<file path="config.mk">
export PLATFORM = sky130hd
export DESIGN_NAME = conv_result_collector_flat
export DESIGN_NICKNAME = d
export VERILOG_FILES = /design/src/rtl/conv_result_collector_if.sv /design/src/rtl/conv_result_collector.sv /design/src/flat_wrapper.sv
export SDC_FILE = /design/constraint.sdc
export NUM_CORES = 1
export LEC_CHECK = 0
export CAP_MARGIN = 30
export CORE_MARGIN = 4
export CORE_UTILIZATION = 49
export CTS_BUF_LIST = sky130_fd_sc_hd__clkbuf_8
export DETAILED_ROUTE_END_ITERATION = 6
export PLACE_DENSITY = 0.67
export SYNTH_ARGS = -nofsm -noshare
export SYNTH_HDL_FRONTEND = slang
export SYNTH_SLANG_ARGS = --single-unit
</file>
<file path="constraint.sdc">
create_clock -name i_clk -period 2.2 [get_ports i_clk]
set_input_delay 0.44 -clock i_clk [delete_from_list [all_inputs] [get_ports i_clk]]
set_output_delay 0.44 -clock i_clk [all_outputs]
set_load 0.005 [all_outputs]
</file>
<file path="src/rtl/conv_result_collector_if.sv">
// -----------------------------------------------------------------------------
// conv_result_collector_if
// Purpose : Bundles the capture-side and stream-side signals of the
//           convolution result collector into one interface.
// Signals :
//   start      master->slave  1-cycle pulse, clear and begin a new frame
//   in_valid   master->slave  result word valid this cycle
//   in_data    master->slave  result word from the MAC unit (N bits)
//   out_ready  master->slave  downstream accepts the current beat
//   out_valid  slave->master  out_data/out_row/out_col/out_last valid
//   out_data   slave->master  buffered result word (N bits)
//   out_row    slave->master  output row index (A bits)
//   out_col    slave->master  output column index (A bits)
//   out_last   slave->master  final beat of the frame
//   busy       slave->master  collector not idle
//   frame_done slave->master  1-cycle pulse after the last beat handshake
//   ovf_err    slave->master  sticky: word arrived outside collection
// -----------------------------------------------------------------------------
interface conv_result_collector_if #(
   parameter int N = 8,
   parameter int A = 4
);
   logic         start;
   logic         in_valid;
   logic [N-1:0] in_data;
   logic         out_ready;
   logic         out_valid;
   logic [N-1:0] out_data;
   logic [A-1:0] out_row;
   logic [A-1:0] out_col;
   logic         out_last;
   logic         busy;
   logic         frame_done;
   logic         ovf_err;

   modport master (
      output start, in_valid, in_data, out_ready,
      input  out_valid, out_data, out_row, out_col, out_last,
             busy, frame_done, ovf_err
   );

   modport slave (
      input  start, in_valid, in_data, out_ready,
      output out_valid, out_data, out_row, out_col, out_last,
             busy, frame_done, ovf_err
   );
endinterface

</file>
<file path="src/rtl/conv_result_collector.sv">
// -----------------------------------------------------------------------------
// conv_result_collector
// Purpose : Captures one (P-2)x(P-2) frame of MAC results into a local buffer,
//           then streams it out over valid/ready with row/col tags.
// Ports   :
//   i_clk    clock, rising edge
//   i_rst_n  asynchronous active-low reset
//   bus      conv_result_collector_if.slave (capture + stream handshake)
// Parameters:
//   N     result word width
//   P     input image side; the output frame is (P-2)x(P-2)
//   A     buffer address width, 2**A >= (P-2)*(P-2)
//   RELU  1 = negative results are clamped to zero on capture
// -----------------------------------------------------------------------------
module conv_result_collector #(
   parameter int N    = 8,
   parameter int P    = 5,
   parameter int A    = 4,
   parameter int RELU = 0
) (
   input  logic                      i_clk,
   input  logic                      i_rst_n,
   conv_result_collector_if.slave    bus
);

   localparam int SIDE = P - 2;
   localparam int NOUT = SIDE * SIDE;
   localparam int RW   = A + 1;

   typedef enum logic [1:0] {
      S_IDLE    = 2'd0,
      S_COLLECT = 2'd1,
      S_DRAIN   = 2'd2
   } state_t;

   state_t         r_state;
   logic [A-1:0]   r_wptr;
   logic [RW-1:0]  r_rptr;
   logic [A-1:0]   r_rd_row;
   logic [A-1:0]   r_rd_col;
   logic           r_rd_done;
   logic           r_out_valid;
   logic [N-1:0]   r_out_data;
   logic [A-1:0]   r_out_row;
   logic [A-1:0]   r_out_col;
   logic           r_out_last;
   logic           r_frame_done;
   logic           r_ovf_err;

   logic [N-1:0]   r_mem [0:(2**A)-1];

   logic           w_wr_en;
   logic           w_hs;
   logic           w_load;

   // Negative two's-complement words are clamped to zero when RELU is enabled.
   function automatic logic [N-1:0] relu_clamp(input logic [N-1:0] d);
      if ((RELU != 0) && d[N-1]) begin
         return '0;
      end
      return d;
   endfunction

   // start has priority: a word arriving with start is dropped.
   assign w_wr_en = (r_state == S_COLLECT) && bus.in_valid && !bus.start;
   assign w_hs    = r_out_valid && bus.out_ready;
   // The output register doubles as the read register; it is refilled
   // whenever it is empty or its current beat is being accepted, which
   // gives one beat per cycle under continuous out_ready.
   assign w_load  = (r_state == S_DRAIN) && !r_rd_done &&
                    (!r_out_valid || bus.out_ready);

   // ---- capture stage: buffer write (contents need no reset) ----
   always_ff @(posedge i_clk) begin
      if (w_wr_en) begin
         r_mem[r_wptr] <= relu_clamp(bus.in_data);
      end
   end

   // ---- control / drain stage ----
   always_ff @(posedge i_clk or negedge i_rst_n) begin
      if (!i_rst_n) begin
         r_state      <= S_IDLE;
         r_wptr       <= '0;
         r_rptr       <= '0;
         r_rd_row     <= '0;
         r_rd_col     <= '0;
         r_rd_done    <= 1'b0;
         r_out_valid  <= 1'b0;
         r_out_data   <= '0;
         r_out_row    <= '0;
         r_out_col    <= '0;
         r_out_last   <= 1'b0;
         r_frame_done <= 1'b0;
         r_ovf_err    <= 1'b0;
      end else begin
         r_frame_done <= 1'b0;
         if (bus.start) begin
            r_state     <= S_COLLECT;
            r_wptr      <= '0;
            r_rptr      <= '0;
            r_rd_row    <= '0;
            r_rd_col    <= '0;
            r_rd_done   <= 1'b0;
            r_out_valid <= 1'b0;
            r_out_last  <= 1'b0;
            r_out_row   <= '0;
            r_out_col   <= '0;
            r_ovf_err   <= 1'b0;
         end else begin
            if (bus.in_valid && (r_state != S_COLLECT)) begin
               r_ovf_err <= 1'b1;
            end
            case (r_state)
               S_COLLECT: begin
                  if (bus.in_valid) begin
                     r_wptr <= r_wptr + 1'b1;
                     if (r_wptr == A'(NOUT - 1)) begin
                        r_state   <= S_DRAIN;
                        r_rptr    <= '0;
                        r_rd_row  <= '0;
                        r_rd_col  <= '0;
                        r_rd_done <= 1'b0;
                     end
                  end
               end
               S_DRAIN: begin
                  if (w_hs && r_out_last) begin
                     r_out_valid  <= 1'b0;
                     r_out_last   <= 1'b0;
                     r_state      <= S_IDLE;
                     r_frame_done <= 1'b1;
                  end else if (w_load) begin
                     r_out_data  <= r_mem[r_rptr[A-1:0]];
                     r_out_row   <= r_rd_row;
                     r_out_col   <= r_rd_col;
                     r_out_last  <= (r_rptr == RW'(NOUT - 1));
                     r_out_valid <= 1'b1;
                     r_rptr      <= r_rptr + 1'b1;
                     r_rd_done   <= (r_rptr == RW'(NOUT - 1));
                     if (r_rd_col == A'(SIDE - 1)) begin
                        r_rd_col <= '0;
                        r_rd_row <= r_rd_row + 1'b1;
                     end else begin
                        r_rd_col <= r_rd_col + 1'b1;
                     end
                  end else if (w_hs) begin
                     r_out_valid <= 1'b0;
                  end
               end
               default: begin
               end
            endcase
         end
      end
   end

   assign bus.out_valid  = r_out_valid;
   assign bus.out_data   = r_out_data;
   assign bus.out_row    = r_out_row;
   assign bus.out_col    = r_out_col;
   assign bus.out_last   = r_out_last;
   assign bus.busy       = (r_state != S_IDLE);
   assign bus.frame_done = r_frame_done;
   assign bus.ovf_err    = r_ovf_err;

endmodule

</file>
<file path="src/flat_wrapper.sv">
// flat-port wrapper written by rule: the top's interface ports become plain ports
module conv_result_collector_flat 
#(
   parameter int N    = 8,
   parameter int P    = 5,
   parameter int A    = 4,
   parameter int RELU = 0
)
  (i_clk, i_rst_n, bus_start, bus_in_valid, bus_in_data, bus_out_ready, bus_out_valid, bus_out_data, bus_out_row, bus_out_col, bus_out_last, bus_busy, bus_frame_done, bus_ovf_err);
  conv_result_collector_if #(.N(N), .A(A)) bus_i ();
  input  logic i_clk;
  input  logic i_rst_n;
  input wire logic [$bits(bus_i.start)-1:0] bus_start;
  input wire logic [$bits(bus_i.in_valid)-1:0] bus_in_valid;
  input wire logic [$bits(bus_i.in_data)-1:0] bus_in_data;
  input wire logic [$bits(bus_i.out_ready)-1:0] bus_out_ready;
  output wire logic [$bits(bus_i.out_valid)-1:0] bus_out_valid;
  output wire logic [$bits(bus_i.out_data)-1:0] bus_out_data;
  output wire logic [$bits(bus_i.out_row)-1:0] bus_out_row;
  output wire logic [$bits(bus_i.out_col)-1:0] bus_out_col;
  output wire logic [$bits(bus_i.out_last)-1:0] bus_out_last;
  output wire logic [$bits(bus_i.busy)-1:0] bus_busy;
  output wire logic [$bits(bus_i.frame_done)-1:0] bus_frame_done;
  output wire logic [$bits(bus_i.ovf_err)-1:0] bus_ovf_err;
  assign bus_i.start = bus_start;
  assign bus_i.in_valid = bus_in_valid;
  assign bus_i.in_data = bus_in_data;
  assign bus_i.out_ready = bus_out_ready;
  assign bus_out_valid = bus_i.out_valid;
  assign bus_out_data = bus_i.out_data;
  assign bus_out_row = bus_i.out_row;
  assign bus_out_col = bus_i.out_col;
  assign bus_out_last = bus_i.out_last;
  assign bus_busy = bus_i.busy;
  assign bus_frame_done = bus_i.frame_done;
  assign bus_ovf_err = bus_i.ovf_err;
  conv_result_collector #(.N(N), .P(P), .A(A), .RELU(RELU)) u_core (.i_clk(i_clk), .i_rst_n(i_rst_n), .bus(bus_i));
endmodule
</file>
==> flow_summary.yaml, run 1 <==
run_status:
  outcome: "complete, no violations"
route:
  drt_first_pass_iters: 5
  drtIter0Drc: 347
  ant_nets: 0
  route.detailed.drc: 0
  dr_total_vias: 3835
  vias_per_cell: 5.61
  wl_per_cell_um: 20.0
  routed_wl_um: 13700
critical_path:
  cp_max_fo: 8
  worstPathRequired_ns: 1.76
  crit_arrival_ns: 1.67
  cp-end-kind: "output port"
  rr_worst_depth: 6
  start_kind: "register"
  crit_type: "register to output port"
  reg2reg_to: "u_core.r_rd_row[3]"
  reg2reg_from: "u_core.r_rd_col[0]"
  r2r_slack_ns: 0.28
logic_synthesis:
  seq_area_frac_synth_pct: 70.7
  postSynthCellCount: 428
  ys_seq_elements: 168
  synthSimpleGateAreaFrac_pct: 7.47
  avgSynthCellArea_sq_um: 16.0
  synth_xor_area_share_pct: 0.511
  synth-compound-area-share_pct: 7.27
  synthesis.area_sq_um: 6850
  syn-num-nets: 450
  synthMuxAreaShare_pct: 10.5
  synth_fa_ha_area_share_pct: 1.64
  yosysWarnings: 0
  synth_top_family_by_area: "multiplexers"
  synth.distinct_cells: 47
finish:
  areaGrowthSynthToFinish_pct: 16.3
  diodes: 0
  stdcell_area_sq_um: 7970
  drive_gt1_share_pct: 18.9
  final_nets: 517
cts:
  cts_buffers: 17
  clkSinkCount: 168
  cts.reportedPaths.clkPinSlew_ns: 0.09
  insertion_delay_ns: 0.44
  cts.path.max_buffers: 2
  htreeDepth: 4
  cts_tree: "done"
  clock-root-buffer: "clkbuf_8"
  postCtsSetupBuffers: 0
power_and_ir_drop:
  power.switching_mw: 1.24
  intPower_mw: 4.42
  clkPwrFrac_pct: 35.3
  ir_worst_vdd_v: 0.000619
  finalPower_mw: 5.65
  leakage_nw: 2.74
  power_density_nw_per_um2: 709
  switching_share_pct: 21.9
  p_comb_share_pct: 3.5
  p_seq_share_pct: 61.2
floorplan:
  ios: 34
  core_sq_um: 13500
  initial_core_util_pct: 50.9
  die_area_sq_um: 15900
  die_h_um: 126
  core.rowCount: 42
  die_w_um: 126
timing:
  hold_ws_ns: 0.456
  period_share_pct: 95.9
  worst_clock_skew_ns: 0.00935
  fin_crit_ns: 2.11
  max_slew.worst_pin.slew_ns: 0.718
  maxSlewHeadroom_pct: 52.0
  timing.final.hold_violations: 0
  tns_ns: 0
  fmax_mhz: 474
  setup_violations: 0
  rsz0062_at_grt: "no"
  setup_ws_ns: 0.0895
  final-max-slew-violation-count: 0
global_route:
  grt_max_degree: 26
  grt_pass1_vias: 3805
  antenna_found_initial: 0
  grt_pass1_wl_um: 21600
  grt_use_total_pct: 18.1
  grt_overflow: 0
placement:
  gp_congestion: 0.797
  dp_slack_ns: -0.0659
  portBuffers: 33
  placed_cell_area_sq_um: 7600
  hpwl_um: 9020
run:
  cap_violations: 0
hold_path:
  hold_class: "input port to asynchronous set/reset pin"
[synth_stat cells, drive strengths merged]
| master | instances | area [sq um] |
|---|---|---|
| dfrtp | 40 | 1000 |
| or3b | 1 | 8.76 |
| a21oi | 21 | 105 |
| ha | 9 | 113 |
| clkbuf | 7 | 26.3 |
| nor2 | 26 | 97.6 |
| o31ai | 1 | 7.51 |
| a211o | 3 | 26.3 |
| a2111oi | 2 | 36.3 |
| nand4 | 2 | 12.5 |
| mux2 | 1 | 11.3 |
| a22o | 6 | 52.6 |
| or2 | 2 | 12.5 |
| mux2i | 17 | 170 |
| xor2 | 3 | 26.3 |
| a32o | 5 | 50.1 |
| nor3b | 2 | 15.0 |
| o21ai | 4 | 20.0 |
| xnor2 | 1 | 8.76 |
| o2bb2ai | 1 | 8.76 |
| o221ai | 7 | 61.3 |
| nand3b | 1 | 7.51 |
| nand2b | 5 | 31.3 |
| and3b | 1 | 8.76 |
| mux4 | 24 | 541 |
| a211oi | 1 | 12.5 |
| a22oi | 1 | 7.51 |
| o32a | 7 | 70.1 |
| buf | 14 | 77.6 |
| and3 | 1 | 6.26 |
| inv | 7 | 26.3 |
| nor2b | 4 | 25.0 |
| a21o | 2 | 15.0 |
| edfxtp | 128 | 3840 |
| nor3 | 5 | 25.0 |
| o22ai | 1 | 6.26 |
| nand3 | 7 | 35.0 |
| a31oi | 3 | 18.8 |
| and2 | 8 | 50.1 |
| nand2 | 47 | 176 |
[area by class of cell]
class | count | area [sq um]
fillers | 1055 | 5480
clock inverters | 15 | 128
inverters | 7 | 26.3
flip-flops and latches | 168 | 4850
clock buffers | 17 | 234
repair buffers | 69 | 636
well taps | 176 | 220
multi-input cells | 232 | 1880
[layer usage]
layer	vias up	part of all wire [%]	GRT usage [%]
li1	1785	-	-
met1	1948	45	26.4
met2	94	49	27.9
met3	8	4.8	4.53
met4	0	0.66	3.66
met5	-	0	0
[metrics by stage]
| stage | cells | utilization, % |
|---|---|---|
| 2_1_floorplan | 428 | - |
| 3_5_place_dp | 651 | 56.5 |
| 5_1_grt | 684 | 59.2 |
| 6_report | 684 | 59.2 |
| 3_3_place_gp | 651 | 56.5 |
| 4_1_cts | 684 | 59.2 |
[state kept, by name, summed over array words and instances, names as in the netlist]
| name | flops |
|---|---|
| u_core.bus.out_valid | 1 |
| u_core.bus.out_row | 4 |
| u_core.bus.out_last | 1 |
| u_core.bus.out_col | 4 |
| u_core.r_rd_col | 4 |
| u_core.bus.frame_done | 1 |
| u_core.r_rd_done | 1 |
| u_core.r_wptr | 4 |
| u_core.bus.out_data | 8 |
| u_core.r_state | 2 |
| u_core.r_mem | 128 |
| u_core.r_rptr | 5 |
| u_core.bus.ovf_err | 1 |
| u_core.r_rd_row | 4 |
[cells in the final DEF, fill, tap and decap left out, types with 4 or more instances in the layout]
cell and count:
clkbuf_8 17, a22o_1 6, clkdlybuf4s50_1 32, buf_4 32, mux4_2 24, and2_1 8, o221ai_1 7, ha_1 9
nand2_1 47, nor2_1 26, edfxtp_1 128, dfrtp_1 39, o32a_1 7, a32o_1 5, nor2b_1 4, a21oi_1 21
inv_6 4, nand2b_1 5, nor3_1 5, inv_1 7, mux2i_1 17, nand3_1 7
[power groups by stage]
stage | clock network, mW | registers, mW | logic (mW)
detailed placement | 0 | 3.53 | 0.197
global placement | 0 | 3.53 | 0.191
global route | 2.19 | 3.46 | 0.217
CTS | 2.05 | 3.46 | 0.199
floorplan | 0 | 3.52 | 0.0700
finish | 2.00 | 3.46 | 0.197
[kinds of logic after synthesis]
kind of cell	count (synthesis)
mux	42
compound gates	65
xor+xnor	4
fa+ha+maj	9
flops	168
simple gates	112
buf+inv	28
[worst max path at each step]
stage,start,slack [ns],to
finish,u_core.r_state[0],0.09,bus_busy
global route,u_core.r_state[0],0.02,bus_busy
CTS,u_core.r_state[0],0.06,bus_busy
detailed placement,bus_start,-0.07,u_core.r_mem[3][0]
global placement,bus_out_ready,-0.03,u_core.r_rptr[4]
floorplan,bus_start,0.09,u_core.r_mem[3][0]
[critical path: stages, from the launching register on]
cell and delay (ns):
dfrtp_1 0.45, or2_2 0.32, clkdlybuf4s50_1 0.45
[timing repair]
item | CTS | global route
resized for setup | 0 | 0
endpoints found under the hold margin | 17 | 0
hold buffers | 1 | 0
Power figures use the tool's default switching activity.
==> inputs of run 2 (changes only) <==
CORE_ASPECT_RATIO = 1.25   (was default)
CORE_UTILIZATION = 55   (was 49)
PLACE_DENSITY = 0.74   (was 0.67)
==> run 2 against run 1 <==
  * Routed wire length rose by 1.2%
  * Clock skew rose by 0.0017 ns
  * First-iteration DRC count rose by 18%
  * Global-route usage rose by 3.0 points
  * Critical endpoint unchanged
  * Largest power group unchanged
  * Highest routed layer unchanged
==> flow_summary.yaml, run 2 (synthesis results as in run 1) <==
timing:
  timing.final.hold_violations: 0
  fmax_mhz: 482
  setup_ws_ns: 0.124
  max_slew.worst_pin.slew_ns: 0.672
  rsz0062_at_grt: "no"
  period_share_pct: 94.3
  worst_clock_skew_ns: 0.0110
  maxSlewHeadroom_pct: 55.0
  final-max-slew-violation-count: 0
  hold_ws_ns: 0.442
  tns_ns: 0
  setup_violations: 0
  fin_crit_ns: 2.08
critical_path:
  cp-end-kind: "output port"
  start_kind: "register"
  worstPathRequired_ns: 1.76
  crit_type: "register to output port"
  crit_arrival_ns: 1.64
  cp_max_fo: 8
cts:
  cts.path.max_buffers: 2
  postCtsSetupBuffers: 0
  cts_tree: "done"
  cts_buffers: 17
  insertion_delay_ns: 0.44
  cts.reportedPaths.clkPinSlew_ns: 0.09
  clock-root-buffer: "clkbuf_8"
  htreeDepth: 4
  clkSinkCount: 168
run_status:
  outcome: "complete, no violations"
floorplan:
  core_sq_um: 12200
  core.rowCount: 45
  die_area_sq_um: 14300
  ios: 34
  initial_core_util_pct: 56.4
  die_w_um: 108
  die_h_um: 133
finish:
  stdcell_area_sq_um: 7980
  drive_gt1_share_pct: 18.5
  instances_no_fill: 672
  final_cell_mix: "128 x edfxtp_1, 47 x nand2_1, 39 x dfrtp_1"
  areaGrowthSynthToFinish_pct: 16.4
  top_register: "u_core.r_mem"
  largest_register_ffs: 128
  final_nets: 517
  diodes: 0
  fin_util_pct: 65.6
  layout_commonest_cell: "edfxtp_1"
hold_path:
  hold_class: "input port to asynchronous set/reset pin"
power_and_ir_drop:
  p_comb_share_pct: 3.4
  power_density_nw_per_um2: 722
  power.switching_mw: 1.21
  switching_share_pct: 20.9
  clkPwrFrac_pct: 36.5
  p_seq_share_pct: 60.1
  leakage_nw: 2.77
  intPower_mw: 4.55
  finalPower_mw: 5.76
  ir_worst_vdd_v: 0.000468
route:
  wl_per_cell_um: 20.5
  vias_per_cell: 5.87
  drt_first_pass_iters: 5
  ant_nets: 0
  routed_wl_um: 13800
  dr_total_vias: 3946
  route.detailed.drc: 0
  drtIter0Drc: 411
global_route:
  grt_use_total_pct: 21.1
  grt_pass1_wl_um: 22300
  grt_pass1_vias: 4059
  grt_overflow: 0
  grt_max_degree: 28
  antenna_found_initial: 0
placement:
  hpwl_um: 9180
  dpl.cell_count: 639
  placed_cell_area_sq_um: 7580
  gp_congestion: 0.785
  dp_slack_ns: -0.155
  portBuffers: 33
run:
  cap_violations: 0
## run 2: cell types whose count changed in the layout (fill, tap and decap cells not counted)
cell and change:
clkinvlp_4 -2, clkbuf_8 +1, bufinv_16 +1, inv_6 -2, clkinv_4 +1, inv_1 +2, clkinv_2 -1
## run 2: power groups by stage
stage                     sequential [mW]  combinational (mW)  clock [mW]
after floorplan                      3.52              0.0700           0
after detailed placement             3.53               0.194           0
final                                3.46               0.194        2.10
after CTS                            3.46               0.196        2.15
after global placement               3.53               0.188           0
after global routing                 3.46               0.213        2.31
## run 2: worst paths after layout
kind / from / to / slack, ns / cells past startpoint
min: i_rst_n / u_core.bus.out_data[4] / 0.44 / 2
min in group i_clk: u_core.bus.ovf_err / u_core.bus.ovf_err / 0.52 / 2
max in group asynchronous: i_rst_n / u_core.bus.out_data[3] / 1.20 / 3
max reg2reg: u_core.r_rptr[1] / u_core.bus.out_data[4] / 0.27 / 5
min reg2reg: u_core.bus.ovf_err / u_core.bus.ovf_err / 0.52 / 2
max: u_core.r_state[0] / bus_busy / 0.12 / 2
## run 2: what timing repair did
action	CTS	global route
hold endpoints to repair	15	0
resized for setup	0	0
setup endpoints to repair	0	0
hold buffers	1	0
## run 2: critical path, stage by stage, from the launching register on
cell	delay [ns]
dfrtp_1	0.45
or2_2	0.31
clkdlybuf4s50_1	0.44
## run 2: cell type report
type / count / area [sq um]
sequential: 168 / 4850
fill: 866 / 4190
multi-input combinational: 232 / 1880
timing repair buffer: 69 / 636
clock buffer: 18 / 248
tap: 164 / 205
clock inverter: 14 / 136
inverter: 7 / 26.3
## run 2: metal layers
metal	wire, um	GRT usage [%]	vias up
li1	-	-	1787
met2	7260	35.2	124
met4	301	8.00	0
met5	0	0	-
met1	5640	27.1	2011
met3	603	4.49	24
==> inputs of run 3 (changes only) <==
ABC_AREA = 1   (was default)
==> run 3 against run 2 <==
  * Fmax up 4.4%
  * Die area rose by 9.5%
  * Critical path depth is 6 higher
  * Clock power rose by 10%
  * Sequential power about the same
  * First-iteration DRC count grew 21%
  * Largest power group unchanged
  * Highest routed layer unchanged
==> flow_summary.yaml, run 3 <==
route:
  dr_total_vias: 5427
  drt_first_pass_iters: 7
  wl_per_cell_um: 16.4
  route.detailed.drc: 0
  vias_per_cell: 5.24
  ant_nets: 0
  drtIter0Drc: 499
  routed_wl_um: 17000
logic_synthesis:
  synth_flop_cell: "edfxtp_1"
  synthesis.area_sq_um: 7550
  ys_seq_elements: 168
  syn-num-nets: 812
  synth.distinct_cells: 30
  yosys.area.top_type: "edfxtp_1"
  synth_commonest_cells: "232 x nand2_1, 130 x inv_1, 128 x edfxtp_1"
  yosys.area.top_type_share_pct: 50.9
  postSynthCellCount: 790
  synthTopCellsByArea: "edfxtp_1 51%, dfrtp_1 13%, nand2_1 12%"
  synth_most_common_cell: "nand2_1"
  yosysWarnings: 0
  avgSynthCellArea_sq_um: 9.56
  synth_edf_count: 128
  seq_area_frac_synth_pct: 64.2
  async_flop_share_pct: 23.8
global_route:
  grt_pass1_wl_um: 26700
  grt_pass1_vias: 5200
  busiest_layer: "met2"
  grt_max_degree: 61
  met1_usage_pct: 28.6
  antenna_found_initial: 0
  grt_overflow: 0
  use_met3_pct: 4.76
  grt.met2_usage_pct: 37.7
  grt_use_total_pct: 22.1
cts:
  cts_buffers: 17
  cts_resized: 0
  clock-root-buffer: "clkbuf_8"
  clkSinkCount: 168
  insertion_delay_ns: 0.45
  cts.path.max_buffers: 2
  cts.reportedPaths.clkPinSlew_ns: 0.09
  htreeDepth: 4
  cts_tree: "done"
power_and_ir_drop:
  leakage_nw: 3.84
  power_density_nw_per_um2: 687
  ir_worst_vdd_v: 0.000397
  finalPower_mw: 5.95
floorplan:
  core_sq_um: 13300
  die_h_um: 139
  die_w_um: 113
  die_area_sq_um: 15700
  core.rowCount: 47
  ios: 34
  initial_core_util_pct: 56.6
run_status:
  outcome: "complete, no violations"
finish:
  fin_util_pct: 64.9
  final_cell_mix: "232 x nand2_1, 130 x inv_1, 128 x edfxtp_1"
  top_register: "u_core.r_mem"
  diodes: 0
  layout_commonest_cell: "nand2_1"
  final_nets: 874
  largest_register_ffs: 128
  fillCellCount: 1063
  areaGrowthSynthToFinish_pct: 14.8
  drive_gt1_share_pct: 10.2
placement:
  portBuffers: 33
  gp_congestion: 0.852
  hpwl_um: 11800
critical_path:
  cp-end-kind: "register"
  start_kind: "register"
  worstPathRequired_ns: 2.36
  crit_arrival_ns: 2.15
  cp_max_fo: 8
  crit_type: "register to register"
run:
  cap_violations: 0
timing:
  fin_crit_ns: 1.99
  setup_violations: 0
  timing.final.hold_violations: 0
  final-max-slew-violation-count: 0
  period_share_pct: 90.3
  maxSlewHeadroom_pct: 60.4
  rsz0062_at_grt: "no"
  max_slew.worst_pin.slew_ns: 0.594
  tns_ns: 0
  fmax_mhz: 503
  worst_clock_skew_ns: 0.00988
hold_path:
  hold_class: "input port to asynchronous set/reset pin"
-- run 3: per-layer routing --
metal  vias up  wire, um
met5         -         0
met4         0       245
met3        21      1140
met2       226      8610
met1      2567      7030
li1       2613         -
-- run 3: final timing paths --
kind	startpoint	endpoint	slack (ns)	cells past startpoint
worst max-delay path	u_core.r_state[1]	u_core.r_mem[7][3]	0.21	8
worst min register to register	u_core.r_rptr[4]	u_core.r_rptr[4]	0.50	2
max in group asynchronous	i_rst_n	u_core.r_rptr[0]	1.33	3
min in group i_clk	u_core.r_rptr[4]	u_core.r_rptr[4]	0.50	2
worst min-delay path	i_rst_n	u_core.bus.out_col[0]	0.36	2
worst max register to register	u_core.r_state[1]	u_core.r_mem[7][3]	0.21	8
-- run 3: worst max-delay path, stage by stage, from the launching register on --
cell and delay, ns:
dfrtp_1 0.39, inv_1 0.13, nand2_1 0.11, inv_2 0.09
nand2_1 0.10, nor2_2 0.26, nand2_1 0.27, nor2_1 0.17
buf_4 0.19
-- run 3: cell type report --
| class | count | area [sq um] | share of cell area (%) |
|---|---|---|---|
| Tap cell | 171 | 214 | 2.47 |
| Multi-Input combinational cell | 458 | 2050 | 23.6 |
| Clock buffer | 17 | 234 | 2.70 |
| Sequential cell | 168 | 4850 | 55.9 |
| Clock inverter | 15 | 189 | 2.18 |
| Inverter | 139 | 522 | 6.02 |
| Timing Repair Buffer | 68 | 616 | 7.10 |
-- run 3: kinds of logic after synthesis --
logic type / synth area share, %
AO/OA/AOI/OAI: 2.92
adder cells (fa/ha/maj): 1.49
XOR/XNOR: 0.580
flip-flops: 64.2
AND/OR/NAND/NOR: 22.1
buffers and inverters: 8.72
-- run 3: per-stage QoR --
| step | hold WS, ns | area [sq um] | setup slack, ns | instances |
|---|---|---|---|---|
| global placement | 0.301 | 8240 | 0.0584 | 1003 |
| detailed placement | 0.304 | 8240 | 0.0309 | 1003 |
| finish | 0.364 | 8670 | 0.212 | 1036 |
| CTS | 0.346 | 8670 | 0.211 | 1036 |
| floorplan | 0.144 | 7550 | 0.453 | 790 |
| global route | 0.351 | 8670 | 0.0706 | 1036 |
-- run 3: report_power, final --
| group | switching (mW) | total (mW) | leakage (nW) | internal (mW) |
|---|---|---|---|---|
| registers | 0.00949 | 3.44 | 1.70 | 3.43 |
| logic | 0.134 | 0.199 | 1.93 | 0.0655 |
| clock network | 1.16 | 2.31 | 0.208 | 1.15 |
| total | 1.30 | 5.95 | 3.84 | 4.65 |
-- run 3: repair_timing --
item,in CTS,in global routing
setup buffers,0,0
hold buffers,1,0
endpoints found under the setup margin,0,0
endpoints found under the hold margin,8,0
